<file path="config.mk">
export PLATFORM = sky130hd
export DESIGN_NAME = spit_scheduler
export DESIGN_NICKNAME = d
export VERILOG_FILES = /design/src/rtl/spit_pkg.sv /design/src/rtl/spit_slot_alloc.sv /design/src/rtl/spit_scheduler.sv
export SDC_FILE = /design/constraint.sdc
export NUM_CORES = 1
export LEC_CHECK = 0
export CELL_PAD_IN_SITES_DETAIL_PLACEMENT = 0
export CELL_PAD_IN_SITES_GLOBAL_PLACEMENT = 1
export CORE_MARGIN = 10
export CORE_UTILIZATION = 25
export DETAILED_ROUTE_END_ITERATION = 8
export HOLD_SLACK_MARGIN = 0.03
export PLACE_DENSITY = 0.74
export SLEW_MARGIN = 20
export SYNTH_ARGS = -nofsm -noshare
export SYNTH_HDL_FRONTEND = slang
export SYNTH_SLANG_ARGS = --single-unit
</file>
<file path="constraint.sdc">
create_clock -name clock -period 3.7 [get_ports clock]
set_clock_uncertainty 0.15 [all_clocks]
set_input_delay 0.555 -clock clock [delete_from_list [all_inputs] [get_ports clock]]
set_output_delay 0.555 -clock clock [all_outputs]
set_load 0.05 [all_outputs]
</file>
<file path="src/rtl/spit_pkg.sv">
// spit_pkg: shared state type, widths and enemy_pos unpack helpers for the spit scheduler
package spit_pkg;
  typedef enum logic [1:0] {IDLE, PICK, ALLOC, FIRE} state_t;
  localparam int POS_W = 10;
  localparam int LFSR_W = 31;
  localparam int ENEMY_W = 2 * POS_W;
  function automatic int slot_w(input int n);
    return (n > 1) ? $clog2(n) : 1;
  endfunction
  function automatic logic [POS_W-1:0] pos_x(input logic [ENEMY_W-1:0] p);
    return p[ENEMY_W-1:POS_W];
  endfunction
  function automatic logic [POS_W-1:0] pos_y(input logic [ENEMY_W-1:0] p);
    return p[POS_W-1:0];
  endfunction
endpackage

</file>
<file path="src/rtl/spit_slot_alloc.sv">
// spit_slot_alloc: lowest-free-index priority encoder over slot occupancy
module spit_slot_alloc #(
  parameter int N = 30,
  parameter int W = 5
) (
  input  logic [N-1:0] busy,
  output logic         found,
  output logic [W-1:0] idx
);
  // scan from the top so the lowest free index is the last one written
  always_comb begin
    found = ~&busy;
    idx = '0;
    for (int i = N - 1; i >= 0; i--) idx = busy[i] ? idx : W'(i);
  end
endmodule

</file>
<file path="src/rtl/spit_scheduler.sv">
// spit_scheduler: periodic enemy fire controller claiming free spit slots (aiming under SPIT_SCHED_AIM_EN)
import spit_pkg::*;
module spit_scheduler #(
  parameter int          NUM_ENEMY   = 5,
  parameter int          NUM_SLOTS   = 30,
  parameter int          FIRE_PERIOD = 2000000,
  parameter logic [30:0] LFSR_SEED   = 31'd9249689,
  parameter int          SPAWN_DX    = 13,
  parameter int          SPAWN_DY    = 40
) (
  input  logic                         clock,
  input  logic                         reset,
  input  logic                         enable,
  input  logic [ENEMY_W*NUM_ENEMY-1:0] enemy_pos,
  input  logic [NUM_ENEMY-1:0]         enemy_dead,
`ifdef SPIT_SCHED_AIM_EN
  input  logic [POS_W-1:0]             player_x,
`endif
  input  logic [NUM_SLOTS-1:0]         slot_done,
  output logic [NUM_SLOTS-1:0]         fire,
  output logic [POS_W-1:0]             fire_x,
  output logic [POS_W-1:0]             fire_y,
`ifdef SPIT_SCHED_AIM_EN
  output logic signed [1:0]            fire_vx,
`endif
  output logic [NUM_SLOTS-1:0]         busy,
  output logic [7:0]                   drop_count
);
  localparam int EW = slot_w(NUM_ENEMY);
  localparam int SW = slot_w(NUM_SLOTS);
  localparam int CW = $clog2(FIRE_PERIOD);
  localparam logic [CW-1:0] LAST = CW'(FIRE_PERIOD - 1);
  state_t state;
  logic [LFSR_W-1:0] lfsr;
  logic [CW-1:0] cnt;
  logic [EW-1:0] cand, eidx, cand_first, cand_next;
  logic [6:0] probes;
  logic [ENEMY_W-1:0] epos;
  logic [POS_W-1:0] sx, sy;
  logic [7:0] drop_inc;
  logic tick, found;
  logic [SW-1:0] idx;
`ifdef SPIT_SCHED_AIM_EN
  logic signed [1:0] vx;
`endif
  spit_slot_alloc #(.N(NUM_SLOTS), .W(SW)) u_alloc (.busy(busy), .found(found), .idx(idx));
  // tick, candidate stepping and spawn position of the latched enemy
  always_comb begin
    tick = enable && cnt == LAST;
    cand_first = EW'(lfsr[6:0] % 7'(NUM_ENEMY));
    cand_next = (cand == EW'(NUM_ENEMY - 1)) ? '0 : cand + EW'(1);
    epos = enemy_pos[int'(eidx)*ENEMY_W +: ENEMY_W];
    sx = pos_x(epos) + POS_W'(SPAWN_DX);
    sy = pos_y(epos) + POS_W'(SPAWN_DY);
    drop_inc = (drop_count == 8'hff) ? drop_count : drop_count + 8'd1;
`ifdef SPIT_SCHED_AIM_EN
    vx = (player_x > sx) ? 2'sb01 : (player_x < sx) ? 2'sb11 : 2'sb00;
`endif
  end
  // lfsr, period counter, occupancy and the pick/alloc/fire sequence
  always_ff @(posedge clock) begin
    if (reset) begin
      state <= IDLE;
      lfsr <= LFSR_SEED;
      cnt <= '0;
      cand <= '0;
      eidx <= '0;
      probes <= '0;
      fire <= '0;
      busy <= '0;
      fire_x <= '0;
      fire_y <= '0;
      drop_count <= '0;
`ifdef SPIT_SCHED_AIM_EN
      fire_vx <= '0;
`endif
    end else begin
      lfsr <= {lfsr[LFSR_W-2:0], lfsr[30] ^ lfsr[27]};
      cnt <= (!enable || cnt == LAST) ? '0 : cnt + CW'(1);
      busy <= (busy & ~slot_done) | fire;
      fire <= '0;
      case (state)
        IDLE: begin
          if (tick) begin
            state <= PICK;
            cand <= cand_first;
            probes <= '0;
          end
        end
        PICK: begin
          if (!enable) state <= IDLE;
          else if (!enemy_dead[cand]) begin
            eidx <= cand;
            state <= ALLOC;
          end else if (probes == 7'(NUM_ENEMY - 1)) begin
            drop_count <= drop_inc;
            state <= IDLE;
          end else begin
            cand <= cand_next;
            probes <= probes + 7'd1;
          end
        end
        ALLOC: begin
          if (!enable) state <= IDLE;
          else if (!found) begin
            drop_count <= drop_inc;
            state <= IDLE;
          end else begin
            fire <= NUM_SLOTS'(1) << idx;
            fire_x <= sx;
            fire_y <= sy;
`ifdef SPIT_SCHED_AIM_EN
            fire_vx <= vx;
`endif
            state <= FIRE;
          end
        end
        default: state <= IDLE;
      endcase
    end
  end
endmodule
</file>
# Word level (Yosys, flattened, before mapping)
# Cells that the tools add are included.
[op_classes] n_addsub=6 multipliers=1 n_div=1 magnitude_cmp=1 eq_ne=14 shift=2 mux=57 n_bitwise=8 reduce_logical=14
[ops] op="$mux W5" n=30
[ops] op="$shiftx A100 B9 Y20" n=1
[ops] op="$mux W8" n=6
[ops] op="$and A30 B30 Y30" n=1
[ops] op="$not A30 Y30" n=1
[ops] op="$or A30 B30 Y30" n=1
[ops] op="$reduce_and A30 Y1" n=1
[ops] op="$shl A1 B5 Y30 const A" n=1
[ops] op="$mux W7" n=4
[ops] op="$add A21 B1 Y21 const B" n=1
[ops] op="$eq A21 B21 Y1 const B" n=1
[ops] op="$pmux W8 S2" n=1
[ops] op="$mux W3" n=5
[ops] op="$ne A2 B2 Y1 const B" n=7
[ops] op="$pmux W7 S2" n=1
[ops] op="$mux W2" n=6
[ops] op="$add A10 B4 Y10 const B" n=1
[ops] op="$add A10 B6 Y10 const B" n=1
[ops] op="$add A8 B1 Y8 const B" n=1
[ops] op="$eq A8 B8 Y1 const B" n=1
[ops] op="$add A7 B1 Y7 const B" n=1
[ops] op="$eq A7 B3 Y1 const B" n=1
[ops] op="$mod A7 B3 Y7 const B" n=1
[ops] op="$mul A3 B3 Y6 const B" n=1
[ops] op="other kinds (23)" n=28
[totals] register_bits=155 input_bits=138 output_inout_bits=88 word_cells=115

# Logic depth before layout (Yosys ltp)
[logic_depth] word_depth=31 mapped_depth=14 mapped_depth_nobuf=9

# Cells and area by module
# Synthesis repeated with hierarchy kept, for this count alone.
[unflattened] cells_unflattened=837 hier_area_um2=7249.5
[by_module_without_submodules] module="spit_scheduler" instances=1 cells_each=773 area_each_um2=6905.4 seq_area_each_um2=3103.0
[by_module_without_submodules] module="spit_slot_alloc" instances=1 cells_each=64 area_each_um2=344.1 seq_area_each_um2=0.0

# Least setup slack after synthesis
# Ideal clock, no wire load.
[synth_timing] path_kind="reg2reg" from="register eidx[0]" to="register fire_x[8]" setup_time_ns=0.071 arrival_time_ns=2.366 required_ns=3.479 slack_ns=1.113 path_stages_with_launch=15 path_buffers=5 synth_period_minus_slack_ns=2.587 cell_sequence="dfxtp_1 buf_2 buf_6 buf_6 nor3b_4 buf_4 buf_4 a22o_1 ha_1 a21oi_1 a21oi_1 nand3_1 xnor2_1 nand2_1 a21oi_1"
[synth_via] elab_chain_cells=3
[synth_rtl] item="from (decl)" line_no="spit_scheduler.sv:36" source="logic [EW-1:0] cand, eidx, cand_first, cand_next;"
[synth_rtl] item="from (signal assigned)" line_no="spit_scheduler.sv:93" source="eidx <= cand;"
[synth_rtl] item="$mul A3 B3 Y6" line_no="spit_scheduler.sv:52" source="epos = enemy_pos[int'(eidx)*ENEMY_W +: ENEMY_W];"
[synth_rtl] item="$shiftx A100 B9 Y20" line_no="spit_scheduler.sv:52"
[synth_rtl] item="$add A10 B4 Y10" line_no="spit_scheduler.sv:53" source="sx = pos_x(epos) + POS_W'(SPAWN_DX);"
[synth_rtl] item="to (signal assigned)" line_no="spit_scheduler.sv:71" source="fire_x <= '0;"
[synth_rtl] item="to (signal assigned)" line_no="spit_scheduler.sv:110" source="fire_x <= sx;"
[synth_rtl] item="to (decl)" line_no="spit_scheduler.sv:21" source="output logic [POS_W-1:0] fire_x,"
# Every way passes these cells.
# A chain may end at the register's enable or synchronous reset.

# Worst setup path after layout
[layout_timing] from="register eidx[0]" to="register fire_y[9]"
[layout_via] elab_chain_cells=3
[layout_rtl] item="$mul A3 B3 Y6" line_no="spit_scheduler.sv:52"
[layout_rtl] item="$shiftx A100 B9 Y20" line_no="spit_scheduler.sv:52"
[layout_rtl] item="$add A10 B6 Y10" line_no="spit_scheduler.sv:54" source="sy = pos_y(epos) + POS_W'(SPAWN_DY);"
[layout_rtl] item="to (signal assigned)" line_no="spit_scheduler.sv:111" source="fire_y <= sy;"
[layout_rtl] item="to (decl)" line_no="spit_scheduler.sv:22" source="output logic [POS_W-1:0] fire_y,"
# Every way passes these cells.

==> results.ini <==
[final_layout]
syn2layout_area_growth_pct=45.2
drive_above_1_share=0.0905
multi_input_area_um2=3740
regArea_um2=3100
final_nets=1172
fillers=2965
final_core_util=0.366
antenna_cells=0

[worst_setup_path]
critPathCaptureType=register
crit_type=reg -> reg
reg2reg_depth=9
crit_fanout=11
path_depth=9
critPathLaunchType=register
critPathBufInv=1
cp-startpoint=eidx[0]$_SDFFE_PP0P_
cp_data_arrival_time_ps=2960
path_cells=buf_4 -> mux4_2 -> a22o_1 -> ha_1 -> nor2b_1 -> nor4_2 -> xnor2_1 -> nand2_1 -> a21oi_1
critical-path-top-delay-family=flip-flops
r2r-end=fire_y[9]$_SDFFE_PP0P_
rrSetupSlack_ps=940
reg2reg_from=eidx[0]$_SDFFE_PP0P_
crit_end=fire_y[9]$_SDFFE_PP0P_
required_ps=3900
cpPeakStageDelay_ps=540
cpMaxStageDelayCell=dfxtp_2

[routing]
viasPerCell=4.54
drt_wl_total_um=23500
wl_met3_um=1050
top_layer_used=met4
drc=0
dr.pass1.iters=5
ant_nets=0
avgRoutedWirePerCell_um=16.5
wl_met2_um=11100
drtIter0Drc=366
wl_met1_um=11000
via_count=6460

[cts]
ctsHoldBuffers=0
cts_buffers=17
cts.sinks=155
cts_root_buf=clkbuf_16
cts_max_level=4
cts_buffer_depth=2
cts_tree=built
clkSlewWorstSetupHoldPaths_ps=70
clk_latency_ps=430
cts_setup_buffers=0
cts-resized-gates=0

[sta]
period_share=0.745
finalHoldViolations=0
fmax_mhz=363
timing.slew.headroom=0.393
fin_crit_ps=2760
rsz0062_at_grt=no
worst_pin_slew_ps=910
whs_ps=261
setup_violations=0
setup_tns_ps=0
slew_viol_final=0

[synth]
yosysTopAreaCell=dfxtp_1
synthArstFlopShare=0
yosysWarnings=0
ys_seq_area_frac=0.432
syn_inst=807
synth_nets=953
synthesis.area_um2=7190
netlist.area_leader.share=0.432
ys_top_cells_by_area=dfxtp_1, mux4_2, nor2_1
synth_edf_count=0
synth_cell_types=76
ys_seq_elements=155
syn_avg_cell_area_um2=8.91
synth_flop_cell=dfxtp_1

[global_route]
grt_start_max_net_pins=60
grt_pass1_vias=6404
grt_pass1_wl_um=36600
antenna_found_initial=0
grt_usage=0.128
grt-ovfl-total=0

[power]
leakage_nw=3.74
total_power_mw=3.77
vdd_drop_max_mv=0.290
pwr_density_cell_nw_per_um2=362

[floorplanning]
die_h_um=190
dieWidth_um=190
coreArea_um2=28500
die_area_um2=35900
fp-row-count=62
ios=226
initial_core_util=0.252

[run]
cap_violations=0

[place]
place_congestion=0.803
port-buffer-count=225
dpl.hpwl_um=17900

[status]
outcome=finished clean

[min_path]
hold_path.class=reg -> reg

## state kept, by name (all words and copies together), names as in the netlist
signal,cells
lfsr,31
busy,30
fire,30
cnt,21
fire_x,10
fire_y,10
drop_count,8
probes,7
cand,3
eidx,3
state,2
## layout by cell type (no fill, tap or decap), types with 5 or more instances in the layout
cell type	netlist	final
clkinv_8	0	5
dfxtp_1	155	154
a22oi_1	10	10
and3_1	16	16
clkdlybuf4s50_1	0	224
buf_4	2	12
a22o_1	7	7
a211oi_1	9	9
o21ai_0	19	19
or3_1	5	5
ha_1	8	8
mux4_2	21	21
nand2_1	52	52
xnor2_1	17	17
xor2_1	26	26
nand2b_1	8	8
nor2b_1	26	26
nand4_1	22	22
and2_1	5	5
or2_2	14	14
a21oi_1	65	65
nor3_1	10	10
a31oi_1	7	7
clkbuf_16	0	17
inv_1	45	45
nand3_1	29	29
nor2_1	118	118
mux2i_1	5	5
## cell type report
| class | count | share of cell area |
|---|---|---|
| Sequential cell | 155 | 0.297 |
| Tap cell | 384 | 0.0460 |
| Inverter | 46 | 0.0165 |
| Clock buffer | 18 | 0.0421 |
| Clock inverter | 14 | 0.0163 |
| Multi-Input combinational cell | 570 | 0.358 |
| Timing Repair Buffer | 236 | 0.224 |
## worst min path at each step
stage,endpoint,start,slack (ps),depth (start not counted)
detailed placement,lfsr[19]$_SDFF_PP1_,lfsr[18]$_SDFF_PP1_,240,1
finish,lfsr[13]$_SDFF_PP1_,lfsr[12]$_SDFF_PP0_,260,1
CTS,lfsr[8]$_SDFF_PP1_,lfsr[7]$_SDFF_PP1_,260,1
global placement,lfsr[19]$_SDFF_PP1_,lfsr[18]$_SDFF_PP1_,240,1
floorplan,lfsr[13]$_SDFF_PP1_,lfsr[12]$_SDFF_PP0_,240,1
global route,lfsr[8]$_SDFF_PP1_,lfsr[7]$_SDFF_PP1_,280,1
## cell usage after synthesis, types with 19 or more instances
cell type and instances:
a21oi_1 65, clkbuf_1 24, dfxtp_1 155, inv_1 45
mux4_2 21, nand2_1 52, nand3_1 29, nand4_1 22
nor2_1 118, nor2b_1 26, o21ai_0 19, xor2_1 26
## cells by family after synthesis
group | share of synthesized area
flip-flops | 0.432
buffers and inverters | 0.0484
AND/OR/NAND/NOR | 0.242
AO/OA/AOI/OAI | 0.139
multiplexers | 0.0728
adder cells (fa/ha/maj) | 0.0139
XOR/XNOR | 0.0524
## report_power, final
part	switching [mW]	internal (mW)
clock	0.838	0.933
sequential	0.0135	1.69
combinational	0.107	0.195
total	0.959	2.81
## through the flow
step,setup slack [ps],cells,cell area (um^2)
floorplan,1110,807,7190
global placement,692,1391,9830
detailed placement,684,1391,9830
CTS,901,1423,10400
global route,733,1423,10400
finish,943,1423,10400
## metal layers
metal | track usage | up-vias
li1 | - | 3273
met1 | 0.168 | 3012
met2 | 0.206 | 156
met3 | 0.0269 | 19
met4 | 0.0375 | 0
met5 | 0 | -
Power figures use the tool's default switching activity.
